File: config.mk
export PLATFORM = sky130hd
export DESIGN_NAME = param_updown_counter
export DESIGN_NICKNAME = d
export VERILOG_FILES = /design/src/rtl/param_counter_pkg.sv /design/src/rtl/counter_prescaler.sv /design/src/rtl/param_updown_counter.sv
export SDC_FILE = /design/constraint.sdc
export NUM_CORES = 1
export LEC_CHECK = 0
export CORE_UTILIZATION = 45
export CTS_CLUSTER_DIAMETER = 120
export DETAILED_ROUTE_END_ITERATION = 10
export PLACE_DENSITY = 0.84
export SYNTH_ARGS = -nofsm -noshare
export SYNTH_HDL_FRONTEND = slang
export SYNTH_SLANG_ARGS = --single-unit
File: constraint.sdc
create_clock -name clock -period 2.5 [get_ports clock]
set_clock_uncertainty 0.05 [all_clocks]
set_input_delay 0.5 -clock clock [delete_from_list [all_inputs] [get_ports clock]]
set_output_delay 0.5 -clock clock [all_outputs]
set_load 0.01 [all_outputs]
File: src/rtl/param_counter_pkg.sv
// Shared constants for param_updown_counter: run-mode encodings and direction values.
// Optional prescaler is selected by the PARAM_COUNTER_PRESCALE_EN macro in the top.
package param_counter_pkg;

    typedef logic [1:0] mode_t;

    localparam mode_t MODE_WRAP     = 2'b00;
    localparam mode_t MODE_SAT      = 2'b01;
    localparam mode_t MODE_ONESHOT  = 2'b10;
    localparam mode_t MODE_PINGPONG = 2'b11;

    localparam logic DIR_UP = 1'b1;
    localparam logic DIR_DN = 1'b0;

endpackage : param_counter_pkg

File: src/rtl/counter_prescaler.sv
// Clock-enable divider for param_updown_counter: one tick every DIV enabled clocks.
// Only compiled when PARAM_COUNTER_PRESCALE_EN is defined.
`ifdef PARAM_COUNTER_PRESCALE_EN
module counter_prescaler #(
    parameter int DIV = 4
) (
    input  logic clock,
    input  logic reset,
    input  logic en,
    input  logic clr,
    output logic tick
);

    localparam int CW = (DIV > 2) ? $clog2(DIV) : 1;
    localparam logic [CW-1:0] LAST = CW'(DIV - 1);

    logic [CW-1:0] div_cnt;

    // Tick on the last phase so the first tick lands DIV enabled clocks after a clear.
    assign tick = en && (div_cnt == LAST);

    always_ff @(posedge clock or negedge reset) begin
        if (!reset) begin
            div_cnt <= '0;
        end else if (clr) begin
            div_cnt <= '0;
        end else if (en) begin
            div_cnt <= (div_cnt == LAST) ? '0 : div_cnt + CW'(1);
        end
    end

endmodule : counter_prescaler
`endif

File: src/rtl/param_updown_counter.sv
// Parametrised up/down counter with wrap, saturate, one-shot and ping-pong modes.
// Define PARAM_COUNTER_PRESCALE_EN to gate steps through counter_prescaler.
module param_updown_counter
    import param_counter_pkg::*;
#(
    parameter int WIDTH        = 4,
    parameter int MAX_VAL      = (2 ** WIDTH) - 1,
    parameter int PRESCALE_DIV = 4
) (
    input  logic             clock,
    input  logic             reset,
    input  logic             en,
    input  logic             up_dn,
    input  logic [1:0]       mode,
    input  logic             load,
    input  logic [WIDTH-1:0] load_val,
    output logic [WIDTH-1:0] count,
    output logic             tc,
    output logic             evt,
    output logic             done,
    output logic             dir
);

    localparam logic [WIDTH-1:0] MAX_CNT = WIDTH'(MAX_VAL);
    localparam logic [WIDTH-1:0] ONE     = WIDTH'(1);

    if (WIDTH < 2 || MAX_VAL < 1 || (WIDTH < 31 && MAX_VAL > (2 ** WIDTH) - 1) ||
        PRESCALE_DIV < 2) begin : g_param_check
        $error("param_updown_counter: illegal parameter combination");
    end

    logic             tick;
    logic             pp_dir;
    logic             step;
    logic [WIDTH-1:0] load_clamped;
    logic [WIDTH-1:0] count_nxt;
    logic             evt_nxt;
    logic             done_nxt;
    logic             pp_dir_nxt;

`ifdef PARAM_COUNTER_PRESCALE_EN
    counter_prescaler #(
        .DIV (PRESCALE_DIV)
    ) u_prescaler (
        .clock (clock),
        .reset (reset),
        .en    (en),
        .clr   (load),
        .tick  (tick)
    );
`else
    assign tick = 1'b1;
`endif

    assign dir          = (mode == MODE_PINGPONG) ? pp_dir : up_dn;
    assign tc           = (dir == DIR_UP) ? (count == MAX_CNT) : (count == '0);
    assign step         = en && tick && !((mode == MODE_ONESHOT) && done);
    assign load_clamped = (load_val > MAX_CNT) ? MAX_CNT : load_val;

    always_comb begin
        // NOTE: every output of this block gets a default first so no path leaves one unassigned (no latches).
        count_nxt  = count;
        evt_nxt    = 1'b0;
        done_nxt   = done;
        pp_dir_nxt = pp_dir;

        if (load) begin
            count_nxt  = load_clamped;
            done_nxt   = 1'b0;
            pp_dir_nxt = up_dn;
        end else if (step) begin
            if (!tc) begin
                count_nxt = (dir == DIR_UP) ? count + ONE : count - ONE;
            end else begin
                case (mode)
                    MODE_WRAP: begin
                        count_nxt = (dir == DIR_UP) ? '0 : MAX_CNT;
                        evt_nxt   = 1'b1;
                    end
                    MODE_SAT: begin
                        count_nxt = count;
                    end
                    MODE_ONESHOT: begin
                        done_nxt = 1'b1;
                        evt_nxt  = !done;
                    end
                    default: begin
                        // Bounce: reverse and take the first step of the new direction at once.
                        pp_dir_nxt = !pp_dir;
                        count_nxt  = (pp_dir == DIR_UP) ? MAX_CNT - ONE : ONE;
                        evt_nxt    = 1'b1;
                    end
                endcase
            end
        end
    end

    always_ff @(posedge clock or negedge reset) begin
        // NOTE: non-blocking assignments keep every register sampling pre-edge values, independent of statement order.
        if (!reset) begin
            count  <= '0;
            evt    <= 1'b0;
            done   <= 1'b0;
            pp_dir <= DIR_UP;
        end else begin
            count  <= count_nxt;
            evt    <= evt_nxt;
            done   <= done_nxt;
            pp_dir <= pp_dir_nxt;
        end
    end

endmodule : param_updown_counter

# == Word level (Yosys, flattened, before mapping) ==
# Cells that the tools add are included.
# totals
ff_bits,7
latch_bits,0
ram_bits,0
mem_bits_ro,0
out_inout_bits,8
elab_cells,50
mem_count,0
# classes
n_addsub,2
multipliers,0
n_div,0
n_lt_le_gt_ge,1
n_eq_ne,6
shifts,0
n_mux,22
bitwise_logic,0
reduce_logical,15
# ops
cell,count
4-bit 2-to-1 mux,7
1-bit 2-to-1 mux,13
4-bit one-hot mux with 2 select lines,1
3-bit AND reduction,2
2-bit nonzero test,3
4-bit by 1-bit adder with 4-bit output (second input constant),1
2-bit equality test (second input constant),2
4-bit equality test (second input constant),1
4-bit greater-than comparator (second input constant),1
4-bit zero test,1
4-bit by 1-bit subtractor with 4-bit output (second input constant),1
1-bit zero test,3
3-bit != test (second input constant),1
3-bit OR reduction,1
2-bit by 1-bit equality test with 1-bit output (second input constant),1
1-bit logical AND,2
2-bit zero test,1
2-bit by 1-bit != test with 1-bit output (second input constant),1
1-bit one-hot mux with 2 select lines,1
2-bit AND reduction,1
2-bit OR reduction,1

# == Longest topological paths before layout ==
# Gate-level depths: netlist (run 1).
# depth
word_depth,7
depth_mapped,7
mapped_depth_nobuf,7

# == Worst setup path after synthesis (run 1) ==
# OpenSTA, ideal clock, no wires.
# synth_path
kind,input to register
from,in mode[0]
to,reg count[2]
arrival_time_ns,2.000
setup_slack_ns,0.314
stages,7
n_path_buf,0
path_cell_list,ha_1 mux2i_4 mux2_4 clkinv_2 a31o_4 nor4b_2 a221oi_2
# synth_rtl
item,line_no,text
"start, declared",param_updown_counter.sv:14,"input logic [1:0] mode,"
2-bit equality test (*),param_updown_counter.sv:55,assign dir = (mode == MODE_PINGPONG) ? pp_dir : up_dn;
1-bit 2-to-1 mux (*),param_updown_counter.sv:55,
1-bit 2-to-1 mux (*),param_updown_counter.sv:56,assign tc = (dir == DIR_UP) ? (count == MAX_CNT) : (count == '0);
via tc,param_updown_counter.sv:18,"output logic tc,"
4-bit 2-to-1 mux,param_updown_counter.sv:72,if (!tc) begin
4-bit 2-to-1 mux,param_updown_counter.sv:71,end else if (step) begin
4-bit 2-to-1 mux,param_updown_counter.sv:67,if (load) begin
"end signal, assigned",param_updown_counter.sv:106,count <= count_nxt;
"end, declared",param_updown_counter.sv:17,"output logic [WIDTH-1:0] count,"
# Mark *: on every way through the listed nets, which the timed path passes. The rest lies on a longest branch. The select of a mux whose other input is x is not followed.
# A chain may end at the register's enable or synchronous reset.

# == Worst setup path after layout (run 1) ==
# layout_path
from,in mode[1]
to,reg count[2]
# layout_via
elab_chain_cells,7
# layout_lines
item,line_no,text
2-bit equality test,param_updown_counter.sv:55,
1-bit 2-to-1 mux,param_updown_counter.sv:55,
4-bit 2-to-1 mux,param_updown_counter.sv:77,count_nxt = (dir == DIR_UP) ? '0 : MAX_CNT;
4-bit one-hot mux with 2 select lines,param_updown_counter.sv:75,case (mode)
4-bit 2-to-1 mux,param_updown_counter.sv:72,
4-bit 2-to-1 mux,param_updown_counter.sv:71,
4-bit 2-to-1 mux,param_updown_counter.sv:67,
# Several ways; a longest one is shown, not always the timed one. The select of a mux whose other input is x is not followed.

==> metrics, run 1 <==
outcome complete, no violations; crit end category flop; CTS tree done; r2r worst-path depth 9; R2R Path End count[2]; global route total overflow 0; clk_lat worst skew 0.26 ns; Worst-Margin Slew 0.417 ns; CTS max path bufs 2; nets@finish 129; antenna cells 0; Hold WS 0.448 ns; FF-to-FF Start pp_dir; worst min path class input port to async pin; drt via density 5.29; Die Height 39.5 µm; Layout area overhead 56.6%; die width 39.5 µm; WS Path Type input port to flop; IO Pins 19; drt first pass iters 3; Worst VDD drop 352 µV; post-route DRC violation count 0; Seq cells post-synth 7; max frequency 426 MHz; site row count 13; CTS H-tree lvls 1; static leakage 0.453 nW; Syn Inst Count 73; first-pass GRT wire length 2690 µm; die footprint 1560 µm²; Worst-path clk slew 0.06 ns; Routed met1 length 684 µm; R2R setup slack 0.34 ns; final wirelength 1620 µm; DR vias 672; port buffer count 18; Synth cell types 33; hpwl dp 1340 µm; # clock sinks 7; sequential area share after synthesis 27.8%; CTS buffer count 3; total of max-cap violations 0; Critical Path Sink count[2]; wire per inst 12.7 µm; synthesized cell area 634 µm²; Mapped Nets 89; Place WS -0.432 ns; GRT Total Usage 26.0%; P per Cell Area 546 nW/µm²; crit path launch mode[1]; Final period util 93.8%; Slew Viols, Final 0; syn avg cell area 8.69 µm²; core area 1300 µm²; root buffer cell clkbuf_4; Worst Setup Start Kind input port; GPL Wtd Cong 0.779; Rel. slew slack 71.5%; minimum clock period 2.35 ns; Reg area 176 µm²; highest routed layer met4; RSZ-0062 raised after global routing false; Routed Antenna Nets 0; most frequent cells in the layout buf_4, clkdlybuf4s50_1, inv_1; routed length on met2 861 µm; multi-input combinational cell area 422 µm²; vias in the first global route 663; starting density of the core 48.7%; Yosys warnings 0; fillers 98; CP arrival 2.47 ns; endpoints failing setup 0; fraction of layout cells with a size suffix above 1 30.4%; Hold Fails Final Rpt 0; most common cell after layout, fill and taps aside buf_4; DR WL met3 61 µm; crit path max fanout 6; WP data required 2.63 ns; largest net degree at the start of global routing 10; Iter 0 DRT Violations 5; fin worst setup slack 0.155 ns; number of antenna violations at the first check in global routing 0
## how the worst min path moves through the flow
stage	startpoint	to	slack, ns	depth (start not counted)
floorplan	reset	count[0]	0.15	0
global placement	done	done	0.46	2
detailed placement	done	done	0.48	2
CTS	reset	evt	0.46	1
global route	reset	done	0.47	1
finish	reset	done	0.45	1
## critical path, cell delays in order
cell and delay [ns]:
dlygate4sd2_1 0.25, ha_2 0.21, mux2i_4 0.19, buf_4 0.13, buf_4 0.15, xnor2_1 0.12, ha_1 0.19, a2111oi_0 0.33
buf_4 0.19, nor4b_2 0.05, a221oi_2 0.16
## power by group
part | internal (mW) | switching (mW) | total [mW] | leakage (nW)
Clock | 0.0588 | 0.0489 | 0.108 | 0.0177
Combinational | 0.156 | 0.134 | 0.290 | 0.350
Sequential | 0.133 | 0.0125 | 0.145 | 0.0852
Total | 0.347 | 0.196 | 0.542 | 0.453
## timing repair
item,in CTS,in global routing
setup buffers,1,0
resized for setup,8,0
hold buffers,0,0
setup endpoints to repair,3,0
## cell usage after synthesis
master     count  area (µm²)
inv_1          8        30.0
nand2_1        7        26.3
dfrtp_1        6         150
ha_1           5        62.6
nor2_1         5        18.8
o21ai_0        5        25.0
nor2b_1        4        25.0
o31ai_1        3        22.5
a211oi_1       2        15.0
a21oi_1        2        10.0
a31oi_1        2        12.5
nand3_1        2        10.0
nor3_1         2        10.0
a2111oi_0      1        8.76
a21boi_0       1        7.51
a221oi_2       1        15.0
a22oi_1        1        7.51
a31o_4         1        17.5
buf_1          1        3.75
clkinv_2       1        5.00
dfstp_2        1        26.3
mux2_4         1        15.0
mux2i_1        1        10.0
mux2i_4        1        22.5
nand2b_1       1        6.26
nand4_1        1        6.26
nor4b_2        1        15.0
o21ai_2        1        8.76
o22ai_1        1        6.26
or2_2          1        6.26
or4_4          1        11.3
xnor2_1        1        8.76
xor2_1         1        8.76
## routing by layer
metal,vias up,global-route usage [%]
li1,342,-
met1,308,29.5
met2,20,45.9
met3,2,5.68
met4,0,11.2
met5,-,0
## metrics by stage
stage | utilization (%) | instances | setup TNS, ns | total power [mW] | instance area, µm²
final | 76.3 | 127 | 0 | 0.542 | 993
after global routing | 76.3 | 127 | 0 | 0.578 | 993
after CTS | 76.3 | 127 | 0 | 0.544 | 993
after detailed placement | 73.6 | 122 | -1.44 | 0.437 | 957
after global placement | 73.6 | 122 | -1.10 | 0.426 | 957
after floorplan | - | 73 | 0 | 0.290 | 634
## area by class of cell
cell class	instances	share of cell area, %
multi-input combinational	56	42.4
timing repair buffer	36	31.6
sequential	7	17.8
inverter	9	3.53
clock buffer	3	2.27
clock inverter	1	0.504
tap	15	1.89
## flip-flops by register name (all words and copies together) (netlist names)
name,flops
pp_dir,1
count,4
evt,1
done,1
## cell families (layout without fill, tap and decap cells)
| family | count (synthesis) | in the layout | synth area share (%) |
|---|---|---|---|
| and+or+nand+nor | 25 | 25 | 21.3 |
| DFF | 7 | 7 | 27.8 |
| muxes | 3 | 3 | 7.49 |
| AOI/OAI and AO/OA | 21 | 21 | 24.7 |
| xor gates and xnor gates | 2 | 2 | 2.76 |
| adders and majority gates | 5 | 5 | 9.86 |
| buffers and inverters | 10 | 49 | 6.11 |
Note: power is estimated with default switching activity, not from simulation.
==> run 2: changes to the inputs <==
CORE_MARGIN = 4   (was unset)
clock period = 2.6 ns   (was 2.5 ns; I/O delays follow)
==> metrics, run 2 (synthesis gave the netlist of run 1 again) <==
outcome complete, no violations (unchanged); cell-internal power 338 µW (was 347 µW); endpoints failing setup 0 (unchanged); GRT Total Usage 23.6% (was 26.0%); Rel. slew slack 75.3% (was 71.5%); post-route DRC violation count 0 (unchanged); DP Area 965 µm² (was 957 µm²); minimum clock period 2.47 ns; R2R setup slack 0.59 ns (was 0.34 ns); most common cell after layout, fill and taps aside buf_4 (unchanged); Layout area overhead 58.0% (was 56.6%); global route total overflow 0 (unchanged); crit path max fanout 2 (was 6); largest net degree at the start of global routing 10 (unchanged); CTS tree done (unchanged); final wirelength 2000 µm (was 1620 µm); Worst Setup Start Kind input port (unchanged); root buffer cell clkbuf_4 (unchanged); max frequency 405 MHz; fin worst setup slack 0.133 ns (was 0.155 ns); most frequent cells in the layout buf_4, clkdlybuf4s50_1, inv_1 (unchanged); nets@finish 129 (unchanged); wire per inst 15.7 µm (was 12.7 µm); die footprint 2070 µm² (was 1560 µm²); DR vias 741 (was 672); CTS buffer count 3 (unchanged); static leakage 0.458 nW (was 0.453 nW); Final period util 94.9%; fin util 76.1% (was 76.3%); CP arrival 1.90 ns (was 2.47 ns); CTS H-tree lvls 1 (unchanged); hpwl dp 1410 µm (was 1340 µm); drt first pass iters 4 (was 3); core area 1320 µm² (was 1300 µm²); IO Pins 19 (unchanged); # clock sinks 7 (unchanged); starting density of the core 48.1% (was 48.7%); Post-CTS Hold Fix Bufs 0 (unchanged); sw power 193 µW (was 196 µW); total of max-cap violations 0 (unchanged); vias in the first global route 719 (was 663); Slew Viols, Final 0 (unchanged); Worst-Margin Slew 0.362 ns (was 0.417 ns); drt via density 5.83 (was 5.29); clk_lat worst skew 0.26 ns (about the same); crit path launch mode[1] (unchanged); Die Height 45.5 µm (was 39.5 µm); WP data required 2.03 ns (was 2.63 ns); fraction of layout cells with a size suffix above 1 28.6% (was 30.4%); antenna cells 0 (unchanged); fillers 84 (was 98); Hold Fails Final Rpt 0 (unchanged); Design Power 530 µW (was 542 µW); Worst-path clk slew 0.06 ns (about the same); RSZ-0062 raised after global routing false (unchanged); Iter 0 DRT Violations 36 (was 5); clock group share of total power 19.2% (was 19.9%); port buffer count 18 (unchanged); register with the most flip-flops count (unchanged); FF-to-FF Start count[1] (was pp_dir); CTS max path bufs 2 (unchanged); GPL Wtd Cong 0.805 (was 0.779); crit end category output pin (was flop); post-CTS setup buffers 0 (was 1); Worst VDD drop 446 µV (was 352 µV); first-pass GRT wire length 3400 µm (was 2690 µm); sequential share of power 26.3% (was 26.7%); Hold WS 0.463 ns (was 0.448 ns); Largest register FFs 4 (unchanged); WS Path Type input port to output pin (was input port to flop); Logic pwr share 54.5% (was 53.4%); number of antenna violations at the first check in global routing 0 (unchanged); post-route cell area 1000 µm² (was 993 µm²); site row count 13 (unchanged); sw frac 36.4% (was 36.0%); Routed Antenna Nets 0 (unchanged); P per Cell Area 529 nW/µm² (was 546 nW/µm²); worst min path class input port to async pin (unchanged); die width 45.5 µm (was 39.5 µm); Place WS -0.429 ns (was -0.432 ns)
[run 2: per-layer routing]
layer | vias up | global-route usage (%) | share of wire (%)
met5 | - | 0 | 0
met4 | 0 | 12.3 | 3.9
met3 | 12 | 8.70 | 7.3
met2 | 37 | 40.7 | 50
met1 | 353 | 24.6 | 38
li1 | 339 | - | -
[run 2: layout make-up]
type	instances	area [µm²]	share of cell area (%)
tap	15	18.8	1.87
sequential	7	176	17.6
inverter	9	35.0	3.50
clock buffer	4	26.3	2.62
timing repair buffer	36	314	31.3
multi-input combinational	56	432	43.1
[run 2: timing repair]
| item | CTS | global route |
|---|---|---|
| setup endpoints to repair | 2 | 0 |
| gates resized for setup | 7 | 0 |
| endpoints found under the hold margin | 0 | 0 |
[run 2: final timing paths]
| path | end | cells after the start |
|---|---|---|
| worst max-delay path | tc | 6 |
| worst min-delay path | count[2] | 1 |
| worst max register to register | count[1] | 6 |
| worst min register to register | done | 2 |
| max in group asynchronous | pp_dir | 1 |
| min in group clock | done | 2 |
[run 2: power by group through the flow]
stage,logic (mW),clock network [mW],registers (mW)
after global routing,0.314,0.115,0.140
after floorplan,0.114,0,0.164
final,0.289,0.102,0.139
after detailed placement,0.284,0,0.141
after CTS,0.285,0.103,0.139
after global placement,0.272,0,0.140
[run 2: metrics by stage]
step | cells | setup TNS, ns
3_3_place_gp | 123 | -0.645
4_1_cts | 127 | 0
3_5_place_dp | 123 | -1.15
2_1_floorplan | 73 | 0
6_report | 127 | 0
5_1_grt | 127 | 0
[run 2: worst max-delay path: stages]
cell           delay (ns)
dlygate4sd2_1        0.28
ha_4                 0.18
mux2i_4              0.26
mux2_4               0.34
clkinv_2             0.06
dlygate4sd2_1        0.26
==> run 3: changes to the inputs <==
ABC_AREA = 1   (was unset)
CTS_CLUSTER_SIZE = 20   (was unset)
PLACE_DENSITY = 0.82   (was 0.84)
SKIP_LAST_GASP = 1   (was unset)
==> metrics, run 3 <==
antenna cells 0 (unchanged); Seq cells post-synth 7 (unchanged); hpwl dp 1420 µm (was 1410 µm); clk_lat worst skew 0.25 ns (was 0.26 ns); Yosys warnings 0 (unchanged); GPL Wtd Cong 0.847 (was 0.805); synth top area cells nand2_1, dfrtp_1, ha_1 (was dfrtp_1, ha_1, inv_1); CTS max path bufs 2 (unchanged); outcome complete, no violations (unchanged); Post-CTS Hold Fix Bufs 0 (unchanged); port buffer count 18 (unchanged); met1 GRT Util 22.6% (was 24.6%); CTS tree done (unchanged); worst min path class input port to async pin (unchanged); sequential share of power 31.5% (was 26.3%); Yosys top cell area share 23.9% (was 23.7%); nets@finish 158 (was 129); Routed Antenna Nets 0 (unchanged); Final period util 96.7% (was 94.9%); Rel. slew slack 76.7% (was 75.3%); clock group share of total power 21.3% (was 19.2%); Synth cell types 19 (was 33); Slew Viols, Final 0 (unchanged); largest net degree at the start of global routing 10 (unchanged); Design Power 473 µW (was 530 µW); most common cell in the synthesized netlist nand2_1 (was inv_1); most common library cells after synthesis nand2_1, inv_1, nor2_1 (was inv_1, nand2_1, dfrtp_1); syn avg cell area 6.24 µm² (was 8.69 µm²); Iter 0 DRT Violations 8 (was 36); Most used DFF post-synth dfrtp_1 (unchanged); first-pass GRT wire length 2980 µm (was 3400 µm); die footprint 2270 µm² (was 2070 µm²); sequential area share after synthesis 25.0% (was 27.8%); grt met2 use 32.1% (was 40.7%); most common cell after layout, fill and taps aside nand2_1 (was buf_4); root buffer cell clkbuf_4 (unchanged); number of antenna violations at the first check in global routing 0 (unchanged); dominant cell type by area after synthesis nand2_1 (was dfrtp_1); Mapped Nets 129 (was 89); WP data required 2.03 ns (about the same); Hold Fails Final Rpt 0 (unchanged); endpoints failing setup 0 (unchanged); synthesized cell area 706 µm² (was 634 µm²); global route total overflow 0 (unchanged); Logic pwr share 47.2% (was 54.5%); GRT Total Usage 18.5% (was 23.6%); fillers 127 (was 84); minimum clock period 2.51 ns (was 2.47 ns); met3 GRT Util 4.14% (was 8.70%); starting density of the core 47.4% (was 48.1%); Worst-path clk slew 0.06 ns (about the same); vias in the first global route 743 (was 719); P per Cell Area 484 nW/µm² (was 529 nW/µm²); max frequency 398 MHz (was 405 MHz); WS Path Type input port to output pin (unchanged); core area 1490 µm² (was 1320 µm²); Hold WS 0.489 ns (was 0.463 ns); CP arrival 1.94 ns (was 1.90 ns); static leakage 0.529 nW (was 0.458 nW); crit path max fanout 3 (was 2); wire per inst 11.2 µm (was 15.7 µm); Worst Setup Start Kind input port (unchanged); Largest register FFs 4 (unchanged); die width 47.6 µm (was 45.5 µm); CTS H-tree lvls 1 (unchanged); Worst-Margin Slew 0.348 ns (was 0.362 ns); sw frac 39.3% (was 36.4%); fraction of layout cells with a size suffix above 1 22.0% (was 28.6%); Post-synth EDFFs 0 (unchanged); cell-internal power 287 µW (was 338 µW); Worst VDD drop 321 µV (was 446 µV); RSZ-0062 raised after global routing false (unchanged); drt first pass iters 4 (unchanged); Die Height 47.6 µm (was 45.5 µm); fin worst setup slack 0.0865 ns (was 0.133 ns); final wirelength 1760 µm (was 2000 µm); Layout area overhead 38.7% (was 58.0%); IO Pins 19 (unchanged); CTS buffer count 3 (unchanged); Syn Inst Count 113 (was 73); Place WS -0.0558 ns (was -0.429 ns); grt peak-use layer met2 (unchanged); drt via density 4.93 (was 5.83); register with the most flip-flops count (unchanged); sw power 186 µW (was 193 µW); crit end category output pin (unchanged); most frequent cells in the layout nand2_1, clkdlybuf4s50_1, inv_1 (was buf_4, clkdlybuf4s50_1, inv_1); # clock sinks 7 (unchanged); DR vias 774 (was 741); total of max-cap violations 0 (unchanged); fraction of registers with async set/reset 100% (unchanged); site row count 14 (was 13); post-route DRC violation count 0 (unchanged)
[run 3: cell types whose count changed in the layout (fill, tap and decap cells not counted), moves of 3 or more]
cell,before,now
nand2_1,7,45
buf_4,17,6
inv_2,0,6
nand3_1,2,7
nor2_1,5,10
nand2_2,0,4
nand2_4,0,4
nor2b_1,4,0
clkdlybuf4s50_1,14,17
dlygate4sd2_1,4,1
inv_1,8,11
o21ai_0,5,2
o31ai_1,3,0
[run 3: final cells by class]
cell class / instances / area, µm² / area share, %
clock buffer: 4 / 26.3 / 2.69
sequential: 7 / 176 / 18.0
inverter: 17 / 63.8 / 6.52
multi-input combinational: 89 / 468 / 47.8
tap: 16 / 20.0 / 2.05
timing repair buffer: 24 / 224 / 22.9
[run 3: timing repair]
item                                    4_1_cts  5_1_grt
setup buffers                                 0        0
endpoints found under the setup margin        1        0
resized for setup                             2        0
[run 3: cells by family (layout without fill, tap and decap cells)]
group / after synthesis / in the layout / share of synthesized area [%]
AND/OR/NAND/NOR: 74 / 74 / 47.5
buffers and inverters: 17 / 45 / 9.04
AO/OA/AOI/OAI: 10 / 10 / 9.58
flip-flops: 7 / 7 / 25.0
adder cells (fa/ha/maj): 5 / 5 / 8.87
[run 3: stage by stage]
stage	std cells	utilization, %	cell area (µm²)	TNS [ns]
floorplan	113	-	706	0
global placement	153	63.9	951	-0.0212
detailed placement	153	63.9	951	-0.0558
CTS	157	65.7	978	0
global route	157	65.7	978	0
finish	157	65.7	978	0
[run 3: per-layer routing]
metal	part of all wire [%]	wire length (µm)
met1	44	768
met2	50	879
met3	5.6	98
met4	0.46	8
met5	0	0
[run 3: power by group through the flow]
stage | Combinational [mW] | Clock (mW) | Sequential, mW
floorplan | 0.129 | 0 | 0.152
global placement | 0.219 | 0 | 0.151
finish | 0.223 | 0.101 | 0.149
detailed placement | 0.223 | 0 | 0.151
CTS | 0.224 | 0.106 | 0.149
global route | 0.251 | 0.114 | 0.153
[run 3: final timing paths]
| check | from | to | slack (ns) | cells past startpoint |
|---|---|---|---|---|
| max in group asynchronous | reset | pp_dir | 1.71 | 1 |
| min reg2reg | done | done | 0.49 | 2 |
| max reg2reg | pp_dir | count[2] | 0.88 | 12 |
| min | reset | done | 0.49 | 1 |
| min in group clock | done | done | 0.49 | 2 |
| max | mode[0] | dir | 0.09 | 5 |
[run 3: worst max-delay path, cell delays in order]
cell and delay, ns:
clkdlybuf4s50_1 0.48, ha_2 0.20, nand2_1 0.11, nand2_4 0.09
clkdlybuf4s50_1 0.53
